$ cat src/rtl/reg_pipe_pkg.sv
// Shared definitions for the reg_pipeline slice: width helper, default reset value, stage record.
package reg_pipe_pkg;

  localparam int DEF_WIDTH = 8;
  localparam logic [DEF_WIDTH-1:0] DEF_RST_VAL = '0;

  // Contents of one stage at the default data width.
  typedef struct packed {
    logic                 valid;
    logic                 parity;
    logic [DEF_WIDTH-1:0] data;
  } stage_rec_t;

  // Ceiling log2; occupancy is sized with clog2(DEPTH+1).
  function automatic int clog2(input int n);
    int r;
    r = 0;
    for (int i = 0; i < 31; i++) begin
      if ((1 << i) < n) r = i + 1;
    end
    return r;
  endfunction

endpackage

$ cat src/rtl/reg_pipe_stage.sv
// One pipeline stage: valid/data registers with load, advance, flush and reset.
// The parity bit is present only when REG_PIPELINE_PARITY_EN is defined.
module reg_pipe_stage import reg_pipe_pkg::*; #(
  parameter int               WIDTH   = DEF_WIDTH,
  parameter logic [WIDTH-1:0] RST_VAL = '0
) (
  input  logic             clk,
  input  logic             rst,
  input  logic             flush,
  input  logic             push,
  input  logic             adv,
  input  logic [WIDTH-1:0] d,
`ifdef REG_PIPELINE_PARITY_EN
  input  logic             d_par,
  output logic             par,
`endif
  output logic             valid,
  output logic [WIDTH-1:0] data
);

  // Flush clears only the valid bit; data keeps its last value.
  always_ff @(posedge clk) begin
    if (rst) begin
      valid <= 1'b0;
      data  <= RST_VAL;
    end else if (flush) begin
      valid <= 1'b0;
    end else if (push) begin
      valid <= 1'b1;
      data  <= d;
    end else if (adv) begin
      valid <= 1'b0;
    end
  end

`ifdef REG_PIPELINE_PARITY_EN
  always_ff @(posedge clk) begin
    if (rst) begin
      par <= 1'b0;
    end else if (!flush && push) begin
      par <= d_par;
    end
  end
`endif

endmodule

$ cat src/rtl/reg_pipeline.sv
// WIDTH x DEPTH register pipeline with valid/ready flow control, bubble collapse and flush.
// Optional parity protection (out_par_err) under macro REG_PIPELINE_PARITY_EN.
module reg_pipeline import reg_pipe_pkg::*; #(
  parameter int               WIDTH   = DEF_WIDTH,
  parameter int               DEPTH   = 4,
  parameter logic [WIDTH-1:0] RST_VAL = WIDTH'(DEF_RST_VAL)
) (
  input  logic                         clk,
  input  logic                         rst,
  input  logic                         flush,
  input  logic                         in_valid,
  output logic                         in_ready,
  input  logic [WIDTH-1:0]             in_data,
  output logic                         out_valid,
  input  logic                         out_ready,
  output logic [WIDTH-1:0]             out_data,
`ifdef REG_PIPELINE_PARITY_EN
  output logic                         out_par_err,
`endif
  output logic [clog2(DEPTH+1)-1:0]    occupancy
);

  localparam int OCC_W = clog2(DEPTH + 1);

  // Handshake: a word moves across an interface on a rising edge exactly when valid and ready
  // are both high; valid never depends on ready, ready is combinational from out_ready back.
  logic [DEPTH-1:0] valid;
  logic [DEPTH-1:0] adv;
  logic [DEPTH-1:0] push;
  logic [WIDTH-1:0] data    [DEPTH];
  logic [WIDTH-1:0] stage_d [DEPTH];
  logic             accept;
  logic             out_xfer;

  always_comb begin
    adv = '0;
    adv[DEPTH-1] = valid[DEPTH-1] & out_ready;
    for (int k = DEPTH - 2; k >= 0; k--) begin
      adv[k] = valid[k] & (~valid[k+1] | adv[k+1]);
    end
    in_ready = ~flush & (~valid[0] | adv[0]);
    accept   = in_valid & in_ready;
    push     = '0;
    push[0]  = accept;
    for (int k = 1; k < DEPTH; k++) begin
      push[k] = adv[k-1];
    end
  end

  always_comb begin
    stage_d[0] = in_data;
    for (int k = 1; k < DEPTH; k++) begin
      stage_d[k] = data[k-1];
    end
  end

`ifdef REG_PIPELINE_PARITY_EN
  logic [DEPTH-1:0] par;
  logic [DEPTH-1:0] par_d;

  // Even parity: data plus parity bit always carries an even number of ones.
  always_comb begin
    par_d    = '0;
    par_d[0] = ^in_data;
    for (int k = 1; k < DEPTH; k++) begin
      par_d[k] = par[k-1];
    end
  end
`endif

  for (genvar k = 0; k < DEPTH; k++) begin : g_stage
    reg_pipe_stage #(
      .WIDTH   (WIDTH),
      .RST_VAL (RST_VAL)
    ) u_stage (
      .clk   (clk),
      .rst   (rst),
      .flush (flush),
      .push  (push[k]),
      .adv   (adv[k]),
      .d     (stage_d[k]),
`ifdef REG_PIPELINE_PARITY_EN
      .d_par (par_d[k]),
      .par   (par[k]),
`endif
      .valid (valid[k]),
      .data  (data[k])
    );
  end

  assign out_valid = valid[DEPTH-1];
  assign out_data  = data[DEPTH-1];
  assign out_xfer  = valid[DEPTH-1] & out_ready;

  always_ff @(posedge clk) begin
    if (rst || flush) begin
      occupancy <= '0;
    end else if (accept && !out_xfer) begin
      occupancy <= occupancy + OCC_W'(1);
    end else if (!accept && out_xfer) begin
      occupancy <= occupancy - OCC_W'(1);
    end
  end

`ifdef REG_PIPELINE_PARITY_EN
  // Sticky until reset; a transfer completing in a flush cycle is still checked.
  always_ff @(posedge clk) begin
    if (rst) begin
      out_par_err <= 1'b0;
    end else if (out_xfer && ((^data[DEPTH-1]) != par[DEPTH-1])) begin
      out_par_err <= 1'b1;
    end
  end
`endif

endmodule

$ cat config.mk
export PLATFORM = sky130hd
export DESIGN_NAME = reg_pipeline
export DESIGN_NICKNAME = d
export VERILOG_FILES = /design/src/rtl/reg_pipe_pkg.sv /design/src/rtl/reg_pipe_stage.sv /design/src/rtl/reg_pipeline.sv
export SDC_FILE = /design/constraint.sdc
export NUM_CORES = 1
export LEC_CHECK = 0
export ABC_AREA = 1
export CORE_MARGIN = 5
export CORE_UTILIZATION = 52
export CTS_CLUSTER_SIZE = 24
export DETAILED_ROUTE_END_ITERATION = 8
export PLACE_DENSITY = 0.78
export SLEW_MARGIN = 20
export SYNTH_ARGS = -nofsm -noshare
export SYNTH_HDL_FRONTEND = slang
export SYNTH_SLANG_ARGS = --single-unit
$ cat constraint.sdc
create_clock -name clk -period 2.2 [get_ports clk]
set_input_delay 0.22 -clock clk [delete_from_list [all_inputs] [get_ports clk]]
set_output_delay 0.22 -clock clk [all_outputs]
set_load 0.01 [all_outputs]
# --- Word level (Yosys, flattened, before mapping) ---
# Index checks and enable logic that the tools add are counted.
word_totals:
  register_bits: 39
  latch_bits: 0
  ram_bits: 0
  mem_bits_ro: 0
  input_bits: 13
  output_inout_bits: 13
  elab_cells: 51
  memories: 0
classes:
  addsub: 2
  mul: 0
  div: 0
  n_lt_le_gt_ge: 0
  eq_ne: 0
  n_shift: 0
  muxes: 10
  bitwise_logic: 15
  reduce_logical: 15
ops:
  columns: ["cell", "n"]
  rows:
  - ["$reduce_bool A2 Y1", 5]
  - ["$mux W1", 8]
  - ["$reduce_and A2 Y1", 4]
  - ["$and A1 B1 Y1", 6]
  - ["$mux W3", 2]
  - ["$not A1 Y1", 5]
  - ["$or A1 B1 Y1", 4]
  - ["$add A3 B1 Y3 const B", 1]
  - ["$sub A3 B1 Y3 const B", 1]
  - ["$logic_and A1 B1 Y1", 2]
  - ["$logic_not A1 Y1", 2]
  - ["$reduce_or A2 Y1", 1]
  - ["$logic_or A1 B1 Y1", 1]

# --- Depth between registers and ports, before layout ---
# Gate-level depths: netlist (run 1).
logic_depth:
  word_depth: 14
  ltp_mapped: 13

# --- Hierarchy ---
# A second synthesis (run 1) with hierarchy kept.
hier_totals:
  hier_cells: 271
  area_unflattened_um2: 1806.7
modules_own_cells:
  columns: ["mod", "instances", "cells_per_inst", "area_per_inst_um2", "seq_area_each_um2"]
  rows:
  - ["reg_pipe_stage", 4, 58, 390.4, 180.2]
  - ["reg_pipeline", 1, 39, 245.2, 60.1]

# --- Worst setup path before layout (run 1) ---
# OpenSTA, ideal clock, no wires.
synth_path:
  path_type: "reg2reg"
  from: "reg g_stage[3].u_stage.valid"
  to: "reg occupancy[1]"
  setup_ns: 0.118
  arrival_ns: 1.683
  required_ns: 2.082
  path_slack_ns: 0.399
  path_stages_with_launch: 11
  period_less_slack_ns: 1.801
  path_cell_list: "dfxtp_1 inv_1 nor2_4 nand4_2 nand3_2 inv_1 ha_1 inv_1 fa_1 nand2_1 a21oi_1"
synth_between:
  elab_chain_len: 13
  word_cells_on_any_way: 17
synth_lines:
  columns: ["element", "line_no", "rtl"]
  rows:
  - ["from (decl)", "reg_pipe_stage.sv:17", "output logic valid,"]
  - ["from (signal assigned)", "reg_pipe_stage.sv:24", "valid <= 1'b0;"]
  - ["from (signal assigned)", "reg_pipe_stage.sv:27", "valid <= 1'b0;"]
  - ["from (signal assigned)", "reg_pipe_stage.sv:29", "valid <= 1'b1;"]
  - ["$and A1 B1 Y1 / $not A1 Y1 (equally long branches)", "reg_pipeline.sv:37, reg_pipeline.sv:39", null]
  - ["$or A1 B1 Y1 *", "reg_pipeline.sv:39", "adv[k] = valid[k] & (~valid[k+1] | adv[k+1]);"]
  - ["$and A1 B1 Y1 *", "reg_pipeline.sv:39", null]
  - ["$or A1 B1 Y1 *", "reg_pipeline.sv:39", null]
  - ["$and A1 B1 Y1 *", "reg_pipeline.sv:39", null]
  - ["$or A1 B1 Y1 *", "reg_pipeline.sv:39", null]
  - ["$and A1 B1 Y1 *", "reg_pipeline.sv:39", null]
  - ["$or A1 B1 Y1 *", "reg_pipeline.sv:41", "in_ready = ~flush & (~valid[0] | adv[0]);"]
  - ["$and A1 B1 Y1 *", "reg_pipeline.sv:41", null]
  - ["$and A1 B1 Y1 *", "reg_pipeline.sv:42", "accept = in_valid & in_ready;"]
  - ["named net accept", "reg_pipeline.sv:32", "logic accept;"]
  - ["$logic_not A1 Y1", "reg_pipeline.sv:100", "end else if (!accept && out_xfer) begin"]
  - ["$logic_and A1 B1 Y1", "reg_pipeline.sv:100", null]
  - ["$reduce_bool A2 Y1 (no line)", null, null]
  - ["to (signal assigned)", "reg_pipeline.sv:99", "occupancy <= occupancy + OCC_W'(1);"]
  - ["to (signal assigned)", "reg_pipeline.sv:101", "occupancy <= occupancy - OCC_W'(1);"]
  - ["to (decl)", "reg_pipeline.sv:20", "output logic [clog2(DEPTH+1)-1:0] occupancy"]
# The timed path passes the listed nets; every way through them passes the cells marked *.
# A chain may end at the register's enable or synchronous reset.

# --- Worst setup path in the final report (run 1) ---
layout_path:
  from: "in out_ready"
  to: "out in_ready"
layout_between:
  elab_chain_len: 9
layout_lines:
  columns: ["element", "line_no", "rtl"]
  rows:
  - ["from (decl)", "reg_pipeline.sv:15", "input logic out_ready,"]
  - ["$and A1 B1 Y1", "reg_pipeline.sv:37", "adv[DEPTH-1] = valid[DEPTH-1] & out_ready;"]
  - ["$or A1 B1 Y1", "reg_pipeline.sv:39", null]
  - ["$and A1 B1 Y1", "reg_pipeline.sv:39", null]
  - ["$or A1 B1 Y1", "reg_pipeline.sv:39", null]
  - ["$and A1 B1 Y1", "reg_pipeline.sv:39", null]
  - ["$or A1 B1 Y1", "reg_pipeline.sv:39", null]
  - ["$and A1 B1 Y1", "reg_pipeline.sv:39", null]
  - ["$or A1 B1 Y1", "reg_pipeline.sv:41", null]
  - ["$and A1 B1 Y1", "reg_pipeline.sv:41", null]
  - ["to (decl)", "reg_pipeline.sv:12", "output logic in_ready,"]
# Every way passes these cells.

==> impl_metrics.toml, run 1 <==
[sta]
fin_setup_tns_ps = 0
rsz0062_at_grt = "false"
worst_slew_pin_slew_ps = 335.8
slew-limit-headroom = 0.7754
slew_viol_final = 0
max_freq_mhz = 515.2
period_share = 0.8822
fin_crit_ps = 1941
fin_skew_ps = 5.431
finalSetupViolCount = 0
finalHoldViolCount = 0
hold_slack_ps = 491.8

[floorplan]
dieArea_sq_um = 4386
io_pins = 26
rows = 20
start_util = 0.5385
die_h_microns = 66.23
die_w_microns = 66.23
coreArea_sq_um = 3053

[cts]
cts_hold_buf = 0
cts_resized = 0
clock_path_buffers = 2
cts-root-buf = "clkbuf_4"
clk_latency_ps = 340
post-cts-setup-buffers = 0
path_clk_slew_ps = 110
cts_tree = "built"
numClockSinks = 39
cts_made_buffers = 5
htree_levels = 2

[layout]
nNetsFinal = 267
area_delta_synth_final_pct = 22.91
drive_above_1_share = 0.09486
final_common_cell = "nor2_1"
diodes = 0
utilization = 0.6619
filler_cell_count = 288
layout_common_cells = "nor2_1 (62), dfxtp_1 (39), inv_1 (35)"

[synth]
avgSynthCellArea_sq_um = 7.275
postSynthCellCount = 226
syn-cell-area_sq_um = 1644
synth.net_count = 241
ys_seq_area_frac = 0.4749
ys_types = 20
yosys_warnings = 0
yosys_register_bits = 39

[worst_setup_path]
crit_required_ps = 1980
crit_type = "in -> out"
worstPathMaxFanout = 10
cp_top_family = "buffers and inverters"
worst_path_largest_cell_delay_ps = 540
critPathLaunchType = "input pin"
path_buf_inv = 4
rrSetupSlack_ps = 450
critPathMostFrequentCell = "clkdlybuf4s50_1"
worstPathArrival_ps = 1720
path_cells = "clkdlybuf4s50_1, nor2_4, nand4_2, buf_4, inv_1, nor2_1, clkdlybuf4s50_1"
crit_path_top_delay_cell = "clkdlybuf4s50_1"
worstSetupEndpointType = "primary output"

[pwr]
combPwrFrac = 0.079
sw_frac_of_total = 0.2020
power.switching_uw = 286.7
p_per_area_nw_per_um2 = 702.4
leakage_uw = 0.0009308
seqPwrFrac = 0.516
clkPwrFrac = 0.405
p_int_uw = 1133
vdd_drop_max_mv = 0.6328

[global_route]
grt_pass1_wl_mm = 4.864
overflow = 0
grt_usage = 0.1424
grt_pass1_vias = 1137
grt_start_max_net_pins = 33
antenna_found_initial = 0

[route]
drc = 0
vias_per_cell = 4.414
vias = 1311
first_iter_violations = 66
wl_per_cell_microns = 9.175
first_pass_iters = 4
drt-total-wl_mm = 2.725
ant_nets = 0

[run_status]
status = "finished, final reports clean"

[placement]
routabilityCongestion = 0.7602
io_buffers = 25
hpwl_mm = 1.965

[hold_path]
hp-class = "reg -> reg"

[job]
cap_violations = 0
==> worst reg2reg max path, cell delays in order, from the launching register on <==
cell     delay (ps)
dfxtp_1         340
inv_1            90
nor2_4           40
nand4_2          70
nand3_2          80
inv_1            60
ha_1            140
inv_1            60
fa_1            370
a21oi_1         150
o21ai_0         110
nor2_1          100
nor2_1           50
==> per-layer routing <==
| layer | vias up | part of all wire | track usage |
|---|---|---|---|
| met2 | 27 | 0.45 | 0.2330 |
| li1 | 736 | - | - |
| met3 | 4 | 0.057 | 0.04592 |
| met1 | 544 | 0.48 | 0.1757 |
| met5 | - | 0 | 0 |
| met4 | 0 | 0.015 | 0.04569 |
==> area by class of cell <==
class | count | area [sq um] | area share
tap | 44 | 55.05 | 0.02724
timing repair buffer | 32 | 302.8 | 0.1498
clock inverter | 2 | 60.06 | 0.02972
inverter | 40 | 150.1 | 0.07430
multi-input combinational | 134 | 630.6 | 0.3121
clock buffer | 6 | 41.29 | 0.02043
sequential | 39 | 780.7 | 0.3864
==> flip-flops by register name (all words and copies together), names as in the netlist <==
| name | cells |
|---|---|
| g_stage.u_stage.data | 32 |
| occupancy | 3 |
| g_stage.u_stage.valid | 4 |
==> cell families after synthesis <==
family / after synthesis / synth area share
compound gates: 33 / 0.1005
fa+ha+maj: 2 / 0.01979
buf+inv: 53 / 0.1416
flops: 39 / 0.4749
simple gates: 99 / 0.2633
==> worst paths after layout <==
path / depth (start not counted) / from / to
worst min register to register: 2 / g_stage[1].u_stage.data[3] / g_stage[1].u_stage.data[3]
worst max-delay path: 7 / out_ready / in_ready
worst min-delay path: 2 / g_stage[1].u_stage.data[3] / g_stage[1].u_stage.data[3]
worst max register to register: 12 / g_stage[3].u_stage.valid / occupancy[2]
==> synthesized netlist by cell type, drive strengths merged <==
| cell | number | share of area |
|---|---|---|
| nor2 | 63 | 0.15 |
| dfxtp | 39 | 0.47 |
| inv | 39 | 0.089 |
| o21ai | 26 | 0.079 |
| nand2 | 24 | 0.058 |
| buf | 11 | 0.046 |
| nand4 | 9 | 0.038 |
| a21oi | 7 | 0.021 |
| clkbuf | 2 | 0.0046 |
| nand3 | 2 | 0.0091 |
| clkinv | 1 | 0.0023 |
| fa | 1 | 0.012 |
| ha | 1 | 0.0076 |
| nor3 | 1 | 0.0099 |
==> through the flow <==
stage,worst slack [ps],cell area [sq um],total power [uW],cells
2_1_floorplan,399.4,1644,811.9,226
3_3_place_gp,153.4,1919,857.2,289
3_5_place_dp,102.3,1919,859.6,289
4_1_cts,233.7,2021,1437,297
5_1_grt,130.4,2021,1498,297
6_report,259.1,2021,1419,297
==> power by group through the flow <==
stage                     clock network [uW]  logic [uW]  registers, uW
after global routing                     633         130            735
final                                    575         112            732
after global placement                     0         110            747
after CTS                                592         113            732
after detailed placement                   0         112            748
after floorplan                            0        64.9            747
Power figures use the tool's default switching activity.
==> inputs of run 2 (changes only) <==
CORE_UTILIZATION = 55   (was 52)
CTS_BUF_LIST = sky130_fd_sc_hd__clkbuf_8   (was not set)
MAX_ROUTING_LAYER = met4   (was not set)
PLACE_DENSITY = 0.82   (was 0.78)
==> run 2 against run 1 <==
  * Via count rose by 1.4%
  * Flip-flop and latch count did not move
  * Largest cell class unchanged
  * Clock power fell by 21%
  * Sequential power barely moved
==> impl_metrics.toml, run 2 (same netlist as run 1, synthesis figures left out) <==
[run_status]
status = "finished, final reports clean"

[worst_setup_path]
path_cells = "clkdlybuf4s50_1, nor2_4, nand4_2, buf_4, inv_1, nor2_1, clkdlybuf4s50_1"
rrSetupSlack_ps = 400
worstReg2RegEnd = "occupancy[2]"
worstSetupEndpointType = "primary output"
crit_path_top_delay_cell = "clkdlybuf4s50_1"
path_buf_inv = 4
crit_type = "in -> out"
cp_top_family = "buffers and inverters"
r2r_cells = 13
critPathLaunchType = "input pin"
worst_path_largest_cell_delay_ps = 540
worstPathMaxFanout = 10
crit_required_ps = 1980
critPathMostFrequentCell = "clkdlybuf4s50_1"
reg2reg_from = "g_stage[3].u_stage.valid"
worstPathArrival_ps = 1730

[cts]
clk_latency_ps = 290
clock_path_buffers = 2
cts_made_buffers = 5
cts_resized = 0
cts_hold_buf = 0
path_clk_slew_ps = 80
cts-root-buf = "clkbuf_8"
cts_tree = "built"
numClockSinks = 39
post-cts-setup-buffers = 0
htree_levels = 2

[sta]
slew_viol_final = 0
hold_slack_ps = 480.8
max_freq_mhz = 512.5
fin_setup_tns_ps = 0
worst_slew_pin_slew_ps = 334.8
slew-limit-headroom = 0.7761
rsz0062_at_grt = "false"
setup_slack_ps = 248.7
fin_crit_ps = 1951
fin_skew_ps = 5.689
finalSetupViolCount = 0
period_share = 0.8869
finalHoldViolCount = 0

[global_route]
grt_pass1_wl_mm = 5.057
overflow = 0
grt_usage = 0.1590
antenna_found_initial = 0
grt_pass1_vias = 1231
grt_start_max_net_pins = 33

[floorplan]
io_pins = 26
die_h_microns = 64.68
dieArea_sq_um = 4183
coreArea_sq_um = 2805
die_w_microns = 64.68
rows = 19
start_util = 0.5861

[placement]
io_buffers = 25
place_ws_ps = 51.22
hpwl_mm = 2.019
routabilityCongestion = 0.8490

[pwr]
clkPwrFrac = 0.350
vdd_drop_max_mv = 0.3826
p_int_uw = 994.4
combPwrFrac = 0.087
leakage_uw = 0.0009237
fin_total_pwr_uw = 1300
p_per_area_nw_per_um2 = 653.7
sw_frac_of_total = 0.2349
power.switching_uw = 305.3
seqPwrFrac = 0.563

[hold_path]
holdPathEnd = "g_stage[1].u_stage.data[4]"
hold_depth = 2
min_from = "g_stage[1].u_stage.data[4]"
hp-class = "reg -> reg"

[layout]
diodes = 0
final_common_cell = "nor2_1"
reg_top3 = "g_stage.u_stage.data (32), g_stage.u_stage.valid (4), occupancy (3)"
layout_common_cells = "nor2_1 (62), dfxtp_1 (39), inv_1 (36)"
regMostFlops = "g_stage.u_stage.data"
drive_above_1_share = 0.09486
area_delta_synth_final_pct = 20.93
largest_register_ffs = 32
nNetsFinal = 267

[route]
drt-total-wl_mm = 2.716
wl_per_cell_microns = 9.563
ant_nets = 0
drc = 0
first_iter_violations = 92
first_pass_iters = 4
vias_per_cell = 4.680
vias = 1329

[job]
cap_violations = 0
==> run 2: cell types whose count changed in the layout (fill, tap and decap cells not counted), sizes merged <==
cell,previous run,this run
bufinv,2,0
clkbuf,6,5
clkinv,1,2
clkinvlp,0,1
inv,39,40
==> run 2: worst max-delay path by stage <==
| stage | start | to | depth (start not counted) |
|---|---|---|---|
| 3_5_place_dp | out_ready | occupancy[2] | 12 |
| 4_1_cts | out_ready | in_ready | 7 |
| 5_1_grt | out_ready | in_ready | 7 |
| 3_3_place_gp | out_ready | occupancy[2] | 12 |
| 2_1_floorplan | g_stage[3].u_stage.valid | occupancy[1] | 10 |
| 6_report | out_ready | in_ready | 7 |
==> run 2: worst register-to-register path, cell delays in order (launching register included) <==
cell and delay [ps]:
dfxtp_1 330, inv_1 90, nor2_4 40, nand4_2 80, nand3_2 90, inv_1 70, ha_1 130, inv_1 60
fa_1 370, a21oi_1 150, o21ai_0 130, nand2_1 90, nand2_1 50, nor2_1 70
==> run 2: routing by layer <==
metal  vias to the layer above  global-route usage  wire length, microns
li1                        738                   -                     -
met1                       563              0.1727                  1228
met2                        24              0.2655                  1291
met3                         4             0.05699                   160
met4                         0             0.06332                    36
met5                         -                   -                     0
==> run 2: through the flow <==
step	utilization	cell area, sq um	std cells
after floorplan	-	1644	226
after global placement	0.6784	1903	276
after detailed placement	0.6784	1903	276
after CTS	0.7087	1988	284
after global routing	0.7087	1988	284
final	0.7087	1988	284
==> run 2: power by group through the flow <==
| stage | Sequential [uW] | Combinational (uW) | Clock (uW) |
|---|---|---|---|
| after floorplan | 747 | 64.9 | 0 |
| after global placement | 747 | 110 | 0 |
| after detailed placement | 748 | 112 | 0 |
| after CTS | 731 | 114 | 470 |
| after global routing | 734 | 130 | 508 |
| final | 732 | 113 | 456 |
==> run 2: layout make-up <==
class                      instances  area [sq um]
fill                             228         817.0
sequential                        39         780.7
multi-input combinational        134         630.6
timing repair buffer              32         302.8
inverter                          40         150.1
clock buffer                       5         68.82
tap                               31         38.79
clock inverter                     3         16.27
